===== src/rtl/score_keeper.sv =====
// score_keeper: match-state controller feeding the two-digit score display.
// Counts points for both players, detects the winning score and sequences
// serves back to the ball logic. All outputs come straight from registers.
//
// Optional build macro SCORE_AUTO_RESTART_EN: when defined, GAME_OVER ends on
// its own after GAMEOVER_CYCLES clocks (a start press still restarts sooner).
// When undefined, no game-over timer exists and GAME_OVER is left only by a
// start press or reset.
module score_keeper #(
    parameter int WIN_SCORE       = 9,
    parameter int HOLDOFF_CYCLES  = 2048,
    parameter int GAMEOVER_CYCLES = 8192
) (
    input  logic       clk,
    input  logic       reset_n,
    input  logic       start,
    input  logic       point_p1,
    input  logic       point_p2,
    output logic [3:0] score_p1,
    output logic [3:0] score_p2,
    output logic       serve,
    output logic       serve_dir,
    output logic       in_play,
    output logic       game_over
);

    localparam int                HOLD_W    = $clog2(HOLDOFF_CYCLES + 1);
    localparam logic [HOLD_W-1:0] HOLD_LOAD = HOLD_W'(HOLDOFF_CYCLES - 1);
    // A point scored at this value is the winning point.
    localparam logic [3:0]        WIN_M1    = 4'(WIN_SCORE - 1);

    localparam logic [1:0] ST_IDLE      = 2'd0;
    localparam logic [1:0] ST_SERVE     = 2'd1;
    localparam logic [1:0] ST_PLAY      = 2'd2;
    localparam logic [1:0] ST_GAME_OVER = 2'd3;

    // Out-of-range parameters leave this marker block in the elaborated
    // hierarchy so a bad configuration is easy to spot.
    if (WIN_SCORE < 1 || WIN_SCORE > 15 || HOLDOFF_CYCLES < 1 || GAMEOVER_CYCLES < 1) begin : g_param_out_of_range
    end

    logic [1:0]        state_reg,     state_next;
    logic [HOLD_W-1:0] hold_cnt_reg,  hold_cnt_next;
    logic [3:0]        score_p1_reg,  score_p1_next;
    logic [3:0]        score_p2_reg,  score_p2_next;
    logic              serve_reg,     serve_next;
    logic              serve_dir_reg, serve_dir_next;
    logic              in_play_reg;
    logic              game_over_reg;
    logic              start_q_reg;
    logic              start_rise;
    logic              restart_req;

    assign start_rise = start & ~start_q_reg;

`ifdef SCORE_AUTO_RESTART_EN
    localparam int              GO_W    = $clog2(GAMEOVER_CYCLES + 1);
    localparam logic [GO_W-1:0] GO_LOAD = GO_W'(GAMEOVER_CYCLES - 1);

    logic [GO_W-1:0] go_cnt_reg, go_cnt_next;

    // Game-over timer expiring acts exactly like a start press.
    assign restart_req = start_rise | (go_cnt_reg == '0);

    // Game-over timer: load on entry to GAME_OVER, count down while there.
    always_comb begin
        go_cnt_next = go_cnt_reg;
        if (state_reg != ST_GAME_OVER && state_next == ST_GAME_OVER) begin
            go_cnt_next = GO_LOAD;
        end else if (state_reg == ST_GAME_OVER && go_cnt_reg != '0) begin
            go_cnt_next = go_cnt_reg - GO_W'(1);
        end
    end

    // Game-over timer register.
    always_ff @(posedge clk or negedge reset_n) begin
        if (!reset_n) begin
            go_cnt_reg <= '0;
        end else begin
            go_cnt_reg <= go_cnt_next;
        end
    end
`else
    assign restart_req = start_rise;
`endif

    // Match sequencing: next state, scores, holdoff counter and serve strobe.
    always_comb begin
        state_next     = state_reg;
        hold_cnt_next  = hold_cnt_reg;
        score_p1_next  = score_p1_reg;
        score_p2_next  = score_p2_reg;
        serve_next     = 1'b0;
        serve_dir_next = serve_dir_reg;
        case (state_reg)
            ST_IDLE: begin
                if (start_rise) begin
                    score_p1_next = 4'd0;
                    score_p2_next = 4'd0;
                    hold_cnt_next = HOLD_LOAD;
                    state_next    = ST_SERVE;
                end
            end
            ST_SERVE: begin
                if (hold_cnt_reg == '0) begin
                    serve_next = 1'b1;
                    state_next = ST_PLAY;
                end else begin
                    hold_cnt_next = hold_cnt_reg - HOLD_W'(1);
                end
            end
            ST_PLAY: begin
                if (point_p1 && point_p2) begin
                    // Simultaneous points void the rally; just re-serve.
                    hold_cnt_next = HOLD_LOAD;
                    state_next    = ST_SERVE;
                end else if (point_p1) begin
                    score_p1_next  = score_p1_reg + 4'd1;
                    serve_dir_next = 1'b1;
                    if (score_p1_reg == WIN_M1) begin
                        state_next = ST_GAME_OVER;
                    end else begin
                        hold_cnt_next = HOLD_LOAD;
                        state_next    = ST_SERVE;
                    end
                end else if (point_p2) begin
                    score_p2_next  = score_p2_reg + 4'd1;
                    serve_dir_next = 1'b0;
                    if (score_p2_reg == WIN_M1) begin
                        state_next = ST_GAME_OVER;
                    end else begin
                        hold_cnt_next = HOLD_LOAD;
                        state_next    = ST_SERVE;
                    end
                end
            end
            default: begin
                // GAME_OVER: scores frozen until a restart.
                if (restart_req) begin
                    score_p1_next = 4'd0;
                    score_p2_next = 4'd0;
                    hold_cnt_next = HOLD_LOAD;
                    state_next    = ST_SERVE;
                end
            end
        endcase
    end

    // State and output registers; status flags decode the next state so they
    // line up with the state change.
    always_ff @(posedge clk or negedge reset_n) begin
        if (!reset_n) begin
            state_reg     <= ST_IDLE;
            hold_cnt_reg  <= '0;
            score_p1_reg  <= 4'd0;
            score_p2_reg  <= 4'd0;
            serve_reg     <= 1'b0;
            serve_dir_reg <= 1'b0;
            in_play_reg   <= 1'b0;
            game_over_reg <= 1'b0;
            start_q_reg   <= 1'b0;
        end else begin
            state_reg     <= state_next;
            hold_cnt_reg  <= hold_cnt_next;
            score_p1_reg  <= score_p1_next;
            score_p2_reg  <= score_p2_next;
            serve_reg     <= serve_next;
            serve_dir_reg <= serve_dir_next;
            in_play_reg   <= (state_next == ST_PLAY);
            game_over_reg <= (state_next == ST_GAME_OVER);
            start_q_reg   <= start;
        end
    end

    assign score_p1  = score_p1_reg;
    assign score_p2  = score_p2_reg;
    assign serve     = serve_reg;
    assign serve_dir = serve_dir_reg;
    assign in_play   = in_play_reg;
    assign game_over = game_over_reg;

endmodule


===== config.mk =====
export PLATFORM = sky130hd
export DESIGN_NAME = score_keeper
export DESIGN_NICKNAME = d
export VERILOG_FILES = /design/src/rtl/score_keeper.sv
export SDC_FILE = /design/constraint.sdc
export NUM_CORES = 1
export LEC_CHECK = 0
export BUFFER_PORTS_ARGS = -buffer_cell sky130_fd_sc_hd__buf_2
export CAP_MARGIN = 0
export CORE_MARGIN = 4
export CORE_UTILIZATION = 29
export DETAILED_ROUTE_END_ITERATION = 8
export PLACE_DENSITY = 0.56
export SLEW_MARGIN = 20
export SYNTH_ARGS = -nofsm -noshare
export SYNTH_HDL_FRONTEND = slang
export SYNTH_SLANG_ARGS = --single-unit

===== constraint.sdc =====
create_clock -name clk -period 1.6 [get_ports clk]
set_input_delay 0.24 -clock clk [delete_from_list [all_inputs] [get_ports clk]]
set_output_delay 0.24 -clock clk [all_outputs]
set_load 0.01 [all_outputs]

==> After elaboration in Yosys (flattened, before gate mapping) <==
Index checks and enable logic that the tools add are counted.
{ "word_totals": {"latch_bits": 0, "register_bits": 27, "ramBits": 0, "rom_bits": 0, "in_bits": 5, "mem_count": 0} }
{ "classes": {"add_sub_neg": 3, "reduce_logical": 9, "div_mod_pow": 0, "muxes": 28, "n_eq_ne": 14, "n_shift": 0, "multipliers": 0, "bitwise_logic": 4, "magnitude_cmp": 0} }
{ "ops": {"columns": ["operator", "count"], "rows": [
  ["2-to-1 mux 12 bit", 7],
  ["2-to-1 mux 4 bit", 6],
  ["case mux 12 bit (2 select lines)", 1],
  ["case mux 4 bit (2 select lines)", 2],
  ["2-to-1 mux 2 bit", 7],
  ["zero test 12 bit", 1],
  ["!= test 4 bit, second input constant", 3],
  ["subtractor 12 x 1 -> 12 bit, second input constant", 1],
  ["!= test 2 bit, second input constant", 5],
  ["AND reduction 5 bit", 2],
  ["adder 4 x 1 -> 4 bit, second input constant", 2],
  ["== test 4 bit, second input constant", 2],
  ["== test 2 bit, second input constant", 3],
  ["2-to-1 mux 1 bit", 4],
  ["case mux 2 bit (2 select lines)", 1],
  ["AND reduction 4 bit", 1],
  ["nonzero test 2 bit", 2],
  ["NOT 1 bit", 3],
  ["AND reduction 3 bit", 1],
  ["nonzero test 3 bit", 1],
  ["== test 2 x 1 -> 1 bit, second input constant", 1],
  ["bitwise AND 1 bit", 1],
  ["logical AND 1 bit", 1]
]} }

==> Depth between registers and ports, before layout <==
{ "logic_depth": {"ltp_word": 7, "ltp_mapped": 9, "ltp_nobuf": 7} }

==> Least setup slack after synthesis <==
OpenSTA, ideal clock, no wires.
{ "synth_path": {"kind": "register to register", "start": "register score_p2_reg[0] (netlist: score_p2[0])", "end": "register hold_cnt_reg[7]", "path_slack_ps": -160, "stages_incl_launch_ff": 8, "synth_period_minus_slack_ps": 1760, "setup_ps": 137, "arrival_ps": 1623, "cell_sequence": "dfrtp_1 > inv_1 > ha_1 > nor4bb_1 > o21bai_1 > nand3_1 > o41ai_1 > o31ai_1"} }
{ "synth_via": {"elab_chain_cells": 3} }
{ "synth_rtl": {"columns": ["item", "line", "text"], "rows": [
  ["start, declared", "45", "logic [3:0] score_p2_reg, score_p2_next;"],
  ["start signal, assigned", "166", "score_p2_reg <= score_p2_next;"],
  ["== test 4 bit", "129", "if (score_p2_reg == WIN_M1) begin"],
  ["!= test 4 bit (no line)", null, null],
  ["AND reduction 5 bit (no line)", null, null],
  ["end signal, assigned", "164", "hold_cnt_reg <= hold_cnt_next;"],
  ["end, declared", "43", "logic [HOLD_W-1:0] hold_cnt_reg, hold_cnt_next;"]
]} }
Every way passes these cells.
A chain may end at the register's enable or synchronous reset.

==> Worst setup path in the final report <==
{ "layout_path": {"start": "register state_reg[1]", "end": "register hold_cnt_reg[3]"} }
{ "layout_via": {"elab_chain_cells": 3, "word_cells_on_any_way": 9, "cone_classes": "6 x eq/ne; 1 x mux; 2 x reduce/logical"} }
{ "layout_rtl": {"columns": ["item", "line", "text"], "rows": [
  ["start, declared", "42", "logic [1:0] state_reg, state_next;"],
  ["start signal, assigned", "163", "state_reg <= state_next;"],
  ["== test 2 bit / == test 2 x 1 -> 1 bit (equally long branches)", "95", "case (state_reg)"],
  ["!= test 4 bit (no line) (tied with other cells)", null, null],
  ["AND reduction 5 bit (no line)", null, null]
]} }
Several ways; a longest one is shown, not always the timed one.

==> metrics.yaml <==
floorplan:
  die_h_um: 85.0
  start_util_pct: 30.5
  die-area_sq_um: 7220
  ios: 17
  core_area_sq_um: 5640
  num_rows: 27
  die_w_um: 85.0
routing:
  dr.pass1.iters: 4
  drt_wl_total_um: 4730
  drc_errors: 0
  ant_nets: 0
  vias: 1717
  drtIter0Drc: 85
  drt-wirelength-per-cell_um: 14.1
  via_per_inst: 5.13
grt:
  grt-ovfl-total: 0
  grt_pass1_vias: 1760
  grt_usage_pct: 13.8
  grt_pass1_wl_um: 8160
  grt_start_max_net_pins: 28
  grt_antenna_before_repair: 0
placed_design:
  place_congestion: 0.871
  dpl-instance-area_sq_um: 2220
  post-place-ws_ns: -0.203
  portBuffers: 16
  dp_hpwl_um: 3280
sta:
  fin_skew_ns: 0.00431
  hold_viol_final: 0
  setup_viol: 18
  rsz0062_at_grt: "true"
  worst_pin_slew_ns: 0.641
  setup_ws_ns: -0.146
  fin_hold_ws_ns: 0.0588
  max_slew_margin_pct: 57.2
  min_period_over_period_pct: 109
  fmax_ghz: 0.573
  min_period_ns: 1.75
  slew_viol_final: 0
clocking:
  htree_levels: 1
  cts_tree: "done"
  numCtsBuffers: 3
  cts-root-buf: "clkbuf_8"
  clkLatencyLatePin_ns: 0.29
  clock_path_buffers: 2
  clk_pin_slew_ns: 0.11
  clkSinkCount: 27
status:
  status: "finished, violations left"
  violations: "negative setup slack"
synth:
  syn_area_sq_um: 1720
  synth_cell_types: 53
  synthCells: 189
  syn_nets: 204
  avgSynthCellArea_sq_um: 9.09
  synth_flop_cell: "dfrtp_1"
  ys_async_sr_fraction_pct: 100
  synth-edff-count: 0
  ys_ff_latch: 27
  ys_seq_area_share_pct: 39.3
  ys_warn_count: 0
critical_path:
  crit_fanout: 4
  end_kind: "flip-flop"
  worstSetupPathType: "reg -> reg"
  cp_data_arrival_time_ns: 1.93
  startpoint_type: "flip-flop"
  r2r_cells: 9
  cp.required_ns: 1.79
cells_and_area:
  syn2layout_area_growth_pct: 52.6
  seq_area_sq_um: 676
  nNetsFinal: 279
  fillers: 524
  drive_gt1_share_pct: 47.1
  final_area_sq_um: 2620
  largest_register_ffs: 12
  diodes: 0
  multi_input_area_sq_um: 1210
worst_hold_path:
  hold_class: "in -> reg"
  hold_depth: 1
power:
  intPower_mw: 0.890
  pwr-share-seq_pct: 58.0
  pwr-share-comb_pct: 5.8
  clockPowerShare_pct: 36.2
  pwr_density_cell_nw_per_um2: 451
  leakage_nw: 1.18
  peakVddDrop_mv: 0.327
  switching_share_pct: 24.7
  p_switching_mw: 0.293
flow_run:
  maxCapViolations: 0
-- power groups by stage --
stage / Combinational (mW) / Sequential (mW) / Clock (mW)
floorplan: 0.0192 / 0.701 / 0
detailed placement: 0.0622 / 0.699 / 0
CTS: 0.0661 / 0.686 / 0.440
global placement: 0.0623 / 0.699 / 0
global route: 0.0781 / 0.686 / 0.473
finish: 0.0684 / 0.686 / 0.428
-- Yosys cell counts (3+ instances only) --
cell type	number	share of area (%)
o31ai_1	3	1.3
a21o_1	4	1.7
inv_1	12	2.6
ha_1	10	7.3
nor2b_1	3	1.1
nor4_1	3	1.1
nand2_1	20	4.4
nor2_1	12	2.6
nor3_1	9	2.6
dfrtp_1	27	39
nand3_1	12	3.5
o22ai_1	4	1.5
a21oi_1	12	3.5
o21ai_0	6	1.7
and2_1	3	1.1
nand4_1	5	1.8
-- final timing paths --
| kind | startpoint | to | slack [ns] |
|---|---|---|---|
| setup reg to reg | state_reg[1] | hold_cnt_reg[3] | -0.15 |
| hold reg to reg | serve_dir | serve_dir | 0.49 |
| max in group asynchronous | reset_n | hold_cnt_reg[7] | 0.69 |
| hold / removal | start | start_q_reg | 0.06 |
| min in group asynchronous | reset_n | score_p2[2] | 0.50 |
| setup / recovery | state_reg[1] | hold_cnt_reg[3] | -0.15 |
-- cell type report --
type	count	share of cell area (%)
Clock buffer	3	1.58
Clock inverter	1	0.286
Inverter	12	1.72
Multi-Input combinational cell	145	46.2
Sequential cell	27	25.8
Tap cell	72	3.44
Timing Repair Buffer	75	21.1
-- stage by stage --
step	TNS [ns]	std cells	util [%]	power (mW)
2_1_floorplan	-0.117	189	-	0.721
4_1_cts	-0.551	332	43.9	1.19
5_1_grt	-3.12	335	46.5	1.24
6_report	-1.23	335	46.5	1.18
3_5_place_dp	-2.18	316	39.4	0.762
3_3_place_gp	-1.55	316	39.4	0.762
-- worst max-delay path: stages, from the launching register on --
cell     delay, ns
dfrtp_1       0.45
inv_2         0.11
ha_4          0.15
buf_4         0.11
buf_6         0.10
a21o_4        0.11
nand3_2       0.14
buf_4         0.19
buf_4         0.12
o22a_2        0.16
-- timing repair --
action                                 CTS  global route
buffers inserted                        11             3
gates resized for setup                 23            28
hold buffers                             1             0
setup endpoints to repair               22            22
pin swaps                               13            13
endpoints found under the hold margin   27             0
-- routing by layer --
layer | global-route usage, % | vias to the layer above | wire length, um
met5 | 0 | - | 0
met4 | 6.33 | 0 | 97
met3 | 2.14 | 7 | 175
met2 | 22.5 | 40 | 2220
met1 | 18.0 | 822 | 2240
li1 | - | 848 | -
-- layout by cell type, fill, tap and decap left out, types with 5 or more instances in the layout --
cell and n:
nand3_1 5, buf_6 7, nand3_2 7, nand4_1 5, ha_1 6, inv_1 8, dfrtp_1 27, nor3_1 7
a21oi_1 9, buf_4 51, nor2_1 11, nand2_1 18, buf_2 16
-- cells by family after synthesis --
kind of cell	share of synthesized area (%)
XOR/XNOR	1.02
multiplexers	1.24
flip-flops	39.3
AND/OR/NAND/NOR	26.0
adder cells (fa/ha/maj)	7.28
AO/OA/AOI/OAI	20.5
buffers and inverters	4.66
No activity file was read; power rests on OpenSTA's default activity.
